--- src/rtl/bus_err_collector.sv ---
// Bus error collector.
// Pops error entries from an upstream error FIFO, presents each one as a
// record on a valid/ready sink port, keeps saturating per-code and total
// error counters, flags upstream overflow since the previous capture and
// raises a registered threshold interrupt.
// Optional timestamping of records: define BUS_ERR_COLLECTOR_TIMESTAMP_EN.
//
// Handshake: a record transfers on any cycle with rec_valid_o=1 and
// rec_ready_i=1. Once rec_valid_o is high the rec_* fields stay stable until
// that transfer. A new entry is popped (src_pop_o=1) in the same cycle the
// previous record transfers, so back-to-back records stream at one per cycle.
module bus_err_collector #(
  parameter int unsigned AddrWidth     = 48,
  parameter int unsigned MetaDataWidth = 1,
  parameter int unsigned ErrBits       = 3,
  parameter int unsigned CntWidth      = 16,
  parameter int unsigned TsWidth       = 32
) (
  input  logic                                clk_i,
  input  logic                                rst_ni,
  input  logic                                clear_i,
  // upstream error FIFO
  input  logic                                src_valid_i,
  output logic                                src_pop_o,
  input  logic [ErrBits-1:0]                  src_code_i,
  input  logic [AddrWidth-1:0]                src_addr_i,
  input  logic [MetaDataWidth-1:0]            src_meta_i,
  input  logic                                src_overflow_i,
  // record sink
  output logic                                rec_valid_o,
  input  logic                                rec_ready_i,
  output logic [ErrBits-1:0]                  rec_code_o,
  output logic [AddrWidth-1:0]                rec_addr_o,
  output logic [MetaDataWidth-1:0]            rec_meta_o,
  output logic [TsWidth-1:0]                  rec_ts_o,
  output logic                                rec_lost_o,
  // statistics
  output logic [2**ErrBits-1:0][CntWidth-1:0] err_cnt_o,
  output logic [CntWidth-1:0]                 total_cnt_o,
  input  logic [CntWidth-1:0]                 thresh_i,
  output logic                                irq_o,
  // debug: 1 while a record is held (SEND)
  output logic                                state_o
);

  localparam int unsigned NumCodes = 2**ErrBits;

  typedef enum logic {
    IDLE = 1'b0,
    SEND = 1'b1
  } state_e;

  state_e                                 state_q;
  logic                                   capture;
  logic                                   count_en;
  logic                                   lost_q;
  logic [NumCodes-1:0][CntWidth-1:0]      cnt_q;
  logic [NumCodes-1:0][CntWidth-1:0]      cnt_next;
  logic [CntWidth-1:0]                    total_q;
  logic [CntWidth-1:0]                    total_next;

  // An entry is taken when the output slot is free or is being emptied this
  // cycle. Gated with rst_ni so nothing is popped while reset is held.
  assign capture   = rst_ni & src_valid_i & ((state_q == IDLE) | rec_ready_i);
  assign src_pop_o = capture;

  // Code 0 means "no error" and is never counted.
  assign count_en  = capture & (src_code_i != '0);

  assign state_o     = (state_q == SEND);
  assign err_cnt_o   = cnt_q;
  assign total_cnt_o = total_q;

  // Record FSM: state, rec_valid_o and the captured record fields.
  always_ff @(posedge clk_i or negedge rst_ni) begin
    if (!rst_ni) begin
      state_q     <= IDLE;
      rec_valid_o <= 1'b0;
      rec_code_o  <= '0;
      rec_addr_o  <= '0;
      rec_meta_o  <= '0;
      rec_lost_o  <= 1'b0;
    end else begin
      case (state_q)
        IDLE: begin
          if (capture) begin
            state_q     <= SEND;
            rec_valid_o <= 1'b1;
          end
        end
        SEND: begin
          // Held record drains; stay in SEND if a new entry replaces it.
          if (rec_ready_i && !src_valid_i) begin
            state_q     <= IDLE;
            rec_valid_o <= 1'b0;
          end
        end
        default: begin
          state_q     <= IDLE;
          rec_valid_o <= 1'b0;
        end
      endcase
      if (capture) begin
        rec_code_o <= src_code_i;
        rec_addr_o <= src_addr_i;
        rec_meta_o <= src_meta_i;
        rec_lost_o <= lost_q;
      end
    end
  end

  // Lost flag: set by upstream overflow, consumed by a capture; clear wins,
  // and an overflow in the capture cycle keeps it set for the next record.
  always_ff @(posedge clk_i or negedge rst_ni) begin
    if (!rst_ni) begin
      lost_q <= 1'b0;
    end else if (clear_i) begin
      lost_q <= 1'b0;
    end else if (src_overflow_i) begin
      lost_q <= 1'b1;
    end else if (capture) begin
      lost_q <= 1'b0;
    end
  end

  // Next counter values: clear first, then a saturating increment.
  always_comb begin
    cnt_next   = cnt_q;
    total_next = total_q;
    for (int i = 0; i < NumCodes; i++) begin
      if (clear_i || i == 0) begin
        cnt_next[i] = '0;
      end else if (count_en && (src_code_i == ErrBits'(i)) && (cnt_q[i] != '1)) begin
        cnt_next[i] = cnt_q[i] + CntWidth'(1);
      end
    end
    if (clear_i) begin
      total_next = '0;
    end else if (count_en && (total_q != '1)) begin
      total_next = total_q + CntWidth'(1);
    end
  end

  // Counter registers and the threshold interrupt, which is derived from the
  // next total so irq_o moves in the same cycle as total_cnt_o.
  always_ff @(posedge clk_i or negedge rst_ni) begin
    if (!rst_ni) begin
      cnt_q   <= '0;
      total_q <= '0;
      irq_o   <= 1'b0;
    end else begin
      cnt_q   <= cnt_next;
      total_q <= total_next;
      irq_o   <= (thresh_i != '0) && (total_next >= thresh_i);
    end
  end

`ifdef BUS_ERR_COLLECTOR_TIMESTAMP_EN
  logic [TsWidth-1:0] ts_q;
  logic [TsWidth-1:0] rec_ts_q;

  // Free-running timestamp, wraps naturally.
  always_ff @(posedge clk_i or negedge rst_ni) begin
    if (!rst_ni) begin
      ts_q <= '0;
    end else begin
      ts_q <= ts_q + TsWidth'(1);
    end
  end

  // Timestamp of the capture cycle travels with the record.
  always_ff @(posedge clk_i or negedge rst_ni) begin
    if (!rst_ni) begin
      rec_ts_q <= '0;
    end else if (capture) begin
      rec_ts_q <= ts_q;
    end
  end

  assign rec_ts_o = rec_ts_q;
`else
  assign rec_ts_o = '0;
`endif

endmodule
--- config.mk ---
export PLATFORM = sky130hd
export DESIGN_NAME = bus_err_collector
export DESIGN_NICKNAME = d
export VERILOG_FILES = /design/src/rtl/bus_err_collector.sv
export SDC_FILE = /design/constraint.sdc
export NUM_CORES = 1
export LEC_CHECK = 0
export CORE_ASPECT_RATIO = 2
export CORE_MARGIN = 5
export CORE_UTILIZATION = 47
export CTS_CLUSTER_SIZE = 14
export DETAILED_ROUTE_END_ITERATION = 16
export GPL_TIMING_DRIVEN = 0
export PLACE_DENSITY = 0.83
export RECOVER_POWER = 100
export SYNTH_ARGS = -nofsm -noshare
export SYNTH_HDL_FRONTEND = slang
export SYNTH_SLANG_ARGS = --single-unit
export TNS_END_PERCENT = 10
--- constraint.sdc ---
create_clock -name clk_i -period 4.1 [get_ports clk_i]
set_input_delay 0.82 -clock clk_i [delete_from_list [all_inputs] [get_ports clk_i]]
set_output_delay 0.82 -clock clk_i [all_outputs]
set_load 0.02 [all_outputs]
==> results of run 1 <==
critical path: cells and delay by family:
family	cells	cell delay, ns
buf+inv	4	1.89
simple gates	2	0.45
path summary, 6_finish.rpt:
kind                                           from                         end  slack, ns  depth (start not counted)
setup / recovery                        rec_ready_i                   src_pop_o       0.11                          6
hold / removal                               rst_ni   total_cnt_o[14]$_DFF_PN0_       0.26                          1
setup reg to reg           total_cnt_o[0]$_DFF_PN0_             irq_o$_DFF_PN0_       0.47                         11
hold reg to reg                  lost_q$_DFFE_PN0P_      rec_lost_o$_DFFE_PN0P_       0.47                          2
max in group asynchronous                    rst_ni  rec_addr_o[42]$_DFFE_PN0P_       1.29                          2
min in group clk_i               lost_q$_DFFE_PN0P_      rec_lost_o$_DFFE_PN0P_       0.47                          2
placed cells by master (no fill, tap or decap), types with 24 or more instances in the layout:
cell type and n:
xor2_1 30, nor4_1 43, ha_1 24, nand4_1 42, buf_4 50, inv_1 30, nand3_1 52, conb_1 48
a21oi_1 27, dlygate4sd3_1 184, dfrtp_1 185, clkbuf_1 38, nor2_1 123, clkdlybuf4s50_1 70, xnor2_1 70, nand2_1 201
cells by family after synthesis:
kind of cell,count (synthesis),share of synthesized area
AO/OA/AOI/OAI,80,0.0511
XOR/XNOR,100,0.0890
adder cells (fa/ha/maj),24,0.0305
buffers and inverters,121,0.0655
flip-flops,185,0.470
multiplexers,7,0.00737
other,1,0.000381
AND/OR/NAND/NOR,576,0.286
area by class of cell:
cell class | instances | area (sq um)
buffer | 89 | 524
clock buffer | 18 | 429
clock inverter | 13 | 93.8
fill | 1747 | 7390
inverter | 31 | 116
multi-input combinational | 835 | 4730
sequential | 185 | 4630
tap | 269 | 337
timing repair buffer | 256 | 2570
routing by layer:
metal | vias up | wire [microns]
met5 | - | 0
met4 | 0 | 1340
met3 | 87 | 2150
li1 | 4333 | -
met1 | 4384 | 9690
met2 | 368 | 16000
what timing repair did:
action	4_1_cts	5_1_grt
resized for setup	2	1
pin swaps	0	0
setup endpoints to repair	2	1
hold buffers	0	0
buffers inserted	0	0
power groups by stage:
stage	registers (W)	clock network, W	logic [W]
CTS	0.00197	0.00155	0.000699
global route	0.00198	0.00162	0.000714
global placement	0.00200	0	0.000683
floorplan	0.00211	0	0.000215
detailed placement	0.00200	0	0.000696
finish	0.00196	0.00151	0.000658
flip-flops by register name, indices dropped and copies added (netlist names):
signal,flops
err_cnt_o,112
rec_addr_o,48
total_cnt_o,16
rec_code_o,3
irq_o,1
lost_q,1
rec_lost_o,1
rec_meta_o,1
rec_valid_o,1
state_o,1
stage by stage:
stage	instance area, sq um	setup TNS [ns]	power [W]	hold WS, ns
2_1_floorplan	10000	0	0.00233	0.439
3_5_place_dp	12900	-0.800	0.00270	0.461
3_3_place_gp	12900	-2102.43	0.00268	0.458
6_report	13400	0	0.00414	0.262
4_1_cts	13500	0	0.00422	0.331
5_1_grt	13400	0	0.00431	0.311
==> results.cfg, run 1 <==
[logic_synthesis]
synth_area_leader_cell = dfrtp_1
yosysMostFrequentCell = nand2_1
synth_commonest_cells = nand2_1 (201), dfrtp_1 (185), nor2_1 (123)
async_flop_share = 1.00
synth_area_sq_um = 9840
yosysSeqAreaShare = 0.470
syn_area_per_cell_sq_um = 9.00
synth-main-ff-cell = dfrtp_1
synth-edff-count = 0
synth_cell_types = 53
yosys-top-cells-area = dfrtp_1 (47%), nand2_1 (7.7%), xnor2_1 (6.2%)
yosys.area.top_type_share = 0.470
synth-seq-cells = 185
synth_cells = 1094
ys_warn_count = 0

[critical_path]
cp_slowest_cell = clkdlybuf4s50_1
required_ns = 3.28
criticalPathCategory = in -> out
crit_fanout = 18
cp-start-kind = input port
critPathArrivalTime_ns = 3.17
path_common_cell = clkdlybuf4s50_1
slowest_delay_ns = 0.68
path_cells = clkdlybuf4s50_1 -> nand2b_1 -> buf_2 -> nand2_1 -> inv_2 -> clkdlybuf4s50_1
endpoint_kind = output pin

[power]
p_per_area_nw_per_um2 = 308
swShare = 0.285
clkPwrFrac = 0.366
power_frac_comb = 0.159
ir_worst_vdd_v = 0.000382
intPower_w = 0.00296
power_switching_w = 0.00118
seqPwrFrac = 0.475
p_leak_nw = 6.28

[die]
start_util = 0.472
placementRows = 75
chipWidth_microns = 112
die_h_microns = 215
dieArea_sq_um = 24100
io_pins = 307
fp.coreArea_sq_um = 20800

[sta]
tightest_slew_ns = 2.26
fin_worst_skew_ns = 0.00975
relSlewSlack = -0.506
final.setup.worst_slack_ns = 0.106
finalSetupViolations = 0
fmax_mhz = 250
rsz0062_at_grt = false
min_period_ns = 3.99
slew_violations = 92
hold_violations = 0
fin_crit_sh = 0.974

[final_layout]
fin_cells = 1696
n_antenna_cell = 0
final_util = 0.645
syn2layout_area_growth_pct = 36.6
fin_nets = 1513
drive_above_1_share = 0.0736

[drt]
wirelength_mm = 29.2
ant_nets = 0
drc = 0
drt_iter0_drc = 408
dr.pass1.iters = 5
vias = 9172
wire_per_inst_microns = 17.2
vias_per_cell = 5.41

[cts]
clk_pin_slew_ns = 0.07
cts_tree = built
cts_sinks = 185
cts_htree_levels = 4
cts_buffers = 17
worstSkewPairLatency_ns = 0.44
root_buffer = clkbuf_16
clock_path_buffers = 2

[global_routing]
busiest_layer = met2
overflow = 0
grt_util_met3 = 0.0703
met2_usage = 0.453
antenna_found_initial = 0
grt_max_degree = 100
grt_pass1_wl_mm = 47.0
grt_pass1_vias = 9271
grt_util_all_layers = 0.242
grt_use_met1 = 0.239

[run_status]
status = finished, violations left
violations = max-capacitance violations, max-slew violations

[placed_design]
dp_hpwl_mm = 22.5
post-place-ws_ns = -0.485
io_buffers = 255
gp_congestion = 0.889
dp_cells = 1666

[job]
maxCapViolCount = 1

[min_path]
min_path_type = in -> async
Power figures use the tool's default switching activity.
==> run 2: changes to the inputs <==
Settings changed: PLACE_DENSITY 0.83 to 0.86.
==> run 2 against run 1 <==
Against the previous run: the flow still finishes with violations (max-capacitance violations, max-slew violations); critical path depth unchanged; clock-buffer cell count up 1; flip-flop and latch count unchanged; core utilization up 0.22 points; via count down 0.31%; critical endpoint unchanged; largest power group unchanged.
==> results.cfg, run 2 (same netlist as run 1, synthesis figures left out) <==
[final_layout]
final_util = 0.647
largest_register_ffs = 112
most-common-layout-cells = nand2_1 (201), dfrtp_1 (185), dlygate4sd3_1 (185)
n_antenna_cell = 0
layout_commonest_cell = nand2_1
drive_above_1_share = 0.0741
fin_nets = 1515
syn2layout_area_growth_pct = 37.0
design_area_sq_um = 13500

[sta]
finalSetupViolations = 0
fin_crit_sh = 0.959
relSlewSlack = -0.954
holdWs_ns = 0.234
rsz0062_at_grt = false
min_period_ns = 3.93
fin_worst_skew_ns = 0.00767
hold_violations = 0
fmax_mhz = 254
slew_violations = 97
tightest_slew_ns = 2.93

[cts]
cts_buffers = 17
cts_sinks = 185
clk_pin_slew_ns = 0.07
root_buffer = clkbuf_16
cts_htree_levels = 4
clock_path_buffers = 2
worstSkewPairLatency_ns = 0.44
cts_tree = built
cts_setup_buffers = 0
cts_hold_buf = 0

[drt]
wire_per_inst_microns = 17.6
vias = 9144
drc = 0
wirelength_mm = 29.9
vias_per_cell = 5.38
ant_nets = 0
dr.pass1.iters = 7
drt_iter0_drc = 410

[global_routing]
grt_util_all_layers = 0.249
busiest_layer = met2
grt_max_degree = 85
grt_util_met3 = 0.0618
grt_pass1_vias = 9373
grt_use_met1 = 0.253
grt_pass1_wl_mm = 48.2
antenna_found_initial = 0
overflow = 0
met2_usage = 0.466

[placed_design]
placed_cell_area_sq_um = 12900
gp_congestion = 0.919
io_buffers = 255
dp_hpwl_mm = 22.6

[job]
maxCapViolCount = 2

[critical_path]
cp-start-kind = input port
critPathArrivalTime_ns = 3.11
worstSetupStartpoint = rec_ready_i
required_ns = 3.28
crit_fanout = 18
r2r_cells = 12
endpoint_kind = output pin
timing.rr.end = irq_o$_DFF_PN0_
r2r-start = total_cnt_o[0]$_DFF_PN0_
rrSetupSlack_ns = 0.42
criticalPathCategory = in -> out

[run_status]
violations = max-capacitance violations, max-slew violations
status = finished, violations left

[power]
intPower_w = 0.00298
seqPwrFrac = 0.470
clkPwrFrac = 0.371
power_frac_comb = 0.159
ir_worst_vdd_v = 0.000339
swShare = 0.287
p_per_area_nw_per_um2 = 310
p_leak_nw = 6.31
power_switching_w = 0.00120

[die]
fp.coreArea_sq_um = 20800
io_pins = 307
dieArea_sq_um = 24100
chipWidth_microns = 112
placementRows = 75
start_util = 0.472
die_h_microns = 215

[min_path]
min_path_type = in -> async
[run 2: changes by cell type in the layout (fill, tap and decap cells not counted), sizes merged]
| cell | before | now |
|---|---|---|
| dlygate4sd3 | 184 | 185 |
| clkinvlp | 4 | 1 |
| clkdlybuf4s50 | 70 | 69 |
| clkbuf | 56 | 58 |
| clkinv | 4 | 7 |
| buf | 53 | 54 |
[run 2: area by class of cell]
| type | count | area [sq um] |
|---|---|---|
| fill | 1660 | 7350 |
| multi-input combinational | 835 | 4730 |
| sequential | 185 | 4630 |
| timing repair buffer | 258 | 2610 |
| buffer | 89 | 524 |
| clock buffer | 19 | 443 |
| tap | 269 | 337 |
| inverter | 31 | 119 |
| clock inverter | 13 | 93.8 |
[run 2: how the worst max path moves through the flow]
stage	endpoint	slack (ns)
floorplan	irq_o$_DFF_PN0_	0.66
global placement	err_cnt_o[103]$_DFFE_PN0P_	-6.79
detailed placement	irq_o$_DFF_PN0_	-0.75
CTS	src_pop_o	0.02
global route	irq_o$_DFF_PN0_	0.03
finish	src_pop_o	0.17
[run 2: through the flow]
| step | power [W] | TNS, ns | setup slack, ns | instances |
|---|---|---|---|---|
| after global placement | 0.00269 | -2082.71 | -6.79 | 1665 |
| final | 0.00418 | 0 | 0.166 | 1699 |
| after floorplan | 0.00233 | 0 | 0.655 | 1141 |
| after global routing | 0.00435 | 0 | 0.0265 | 1699 |
| after CTS | 0.00425 | 0 | 0.0156 | 1698 |
| after detailed placement | 0.00270 | -1.44 | -0.751 | 1666 |
[run 2: power groups by stage]
stage	Clock, W	Sequential, W	Combinational (W)
2_1_floorplan	0	0.00211	0.000215
3_3_place_gp	0	0.00200	0.000683
3_5_place_dp	0	0.00200	0.000697
4_1_cts	0.00158	0.00197	0.000708
5_1_grt	0.00165	0.00198	0.000721
6_report	0.00155	0.00197	0.000666
[run 2: critical path: stages]
cell	delay (ns)
dlygate4sd3_1	0.64
nand2b_1	0.13
buf_2	0.27
nand2_1	0.32
inv_4	0.28
clkdlybuf4s50_1	0.64
[run 2: timing repair]
action | CTS | global route
cloned | 1 | 1
setup endpoints to repair | 2 | 2
gates resized for setup | 3 | 1
[run 2: routing by layer]
metal	up-vias	routed length (microns)	part of all wire
met2	346	16500	0.55
met3	88	1920	0.064
li1	4314	-	-
met1	4396	9990	0.33
met4	0	1520	0.051
met5	-	0	0
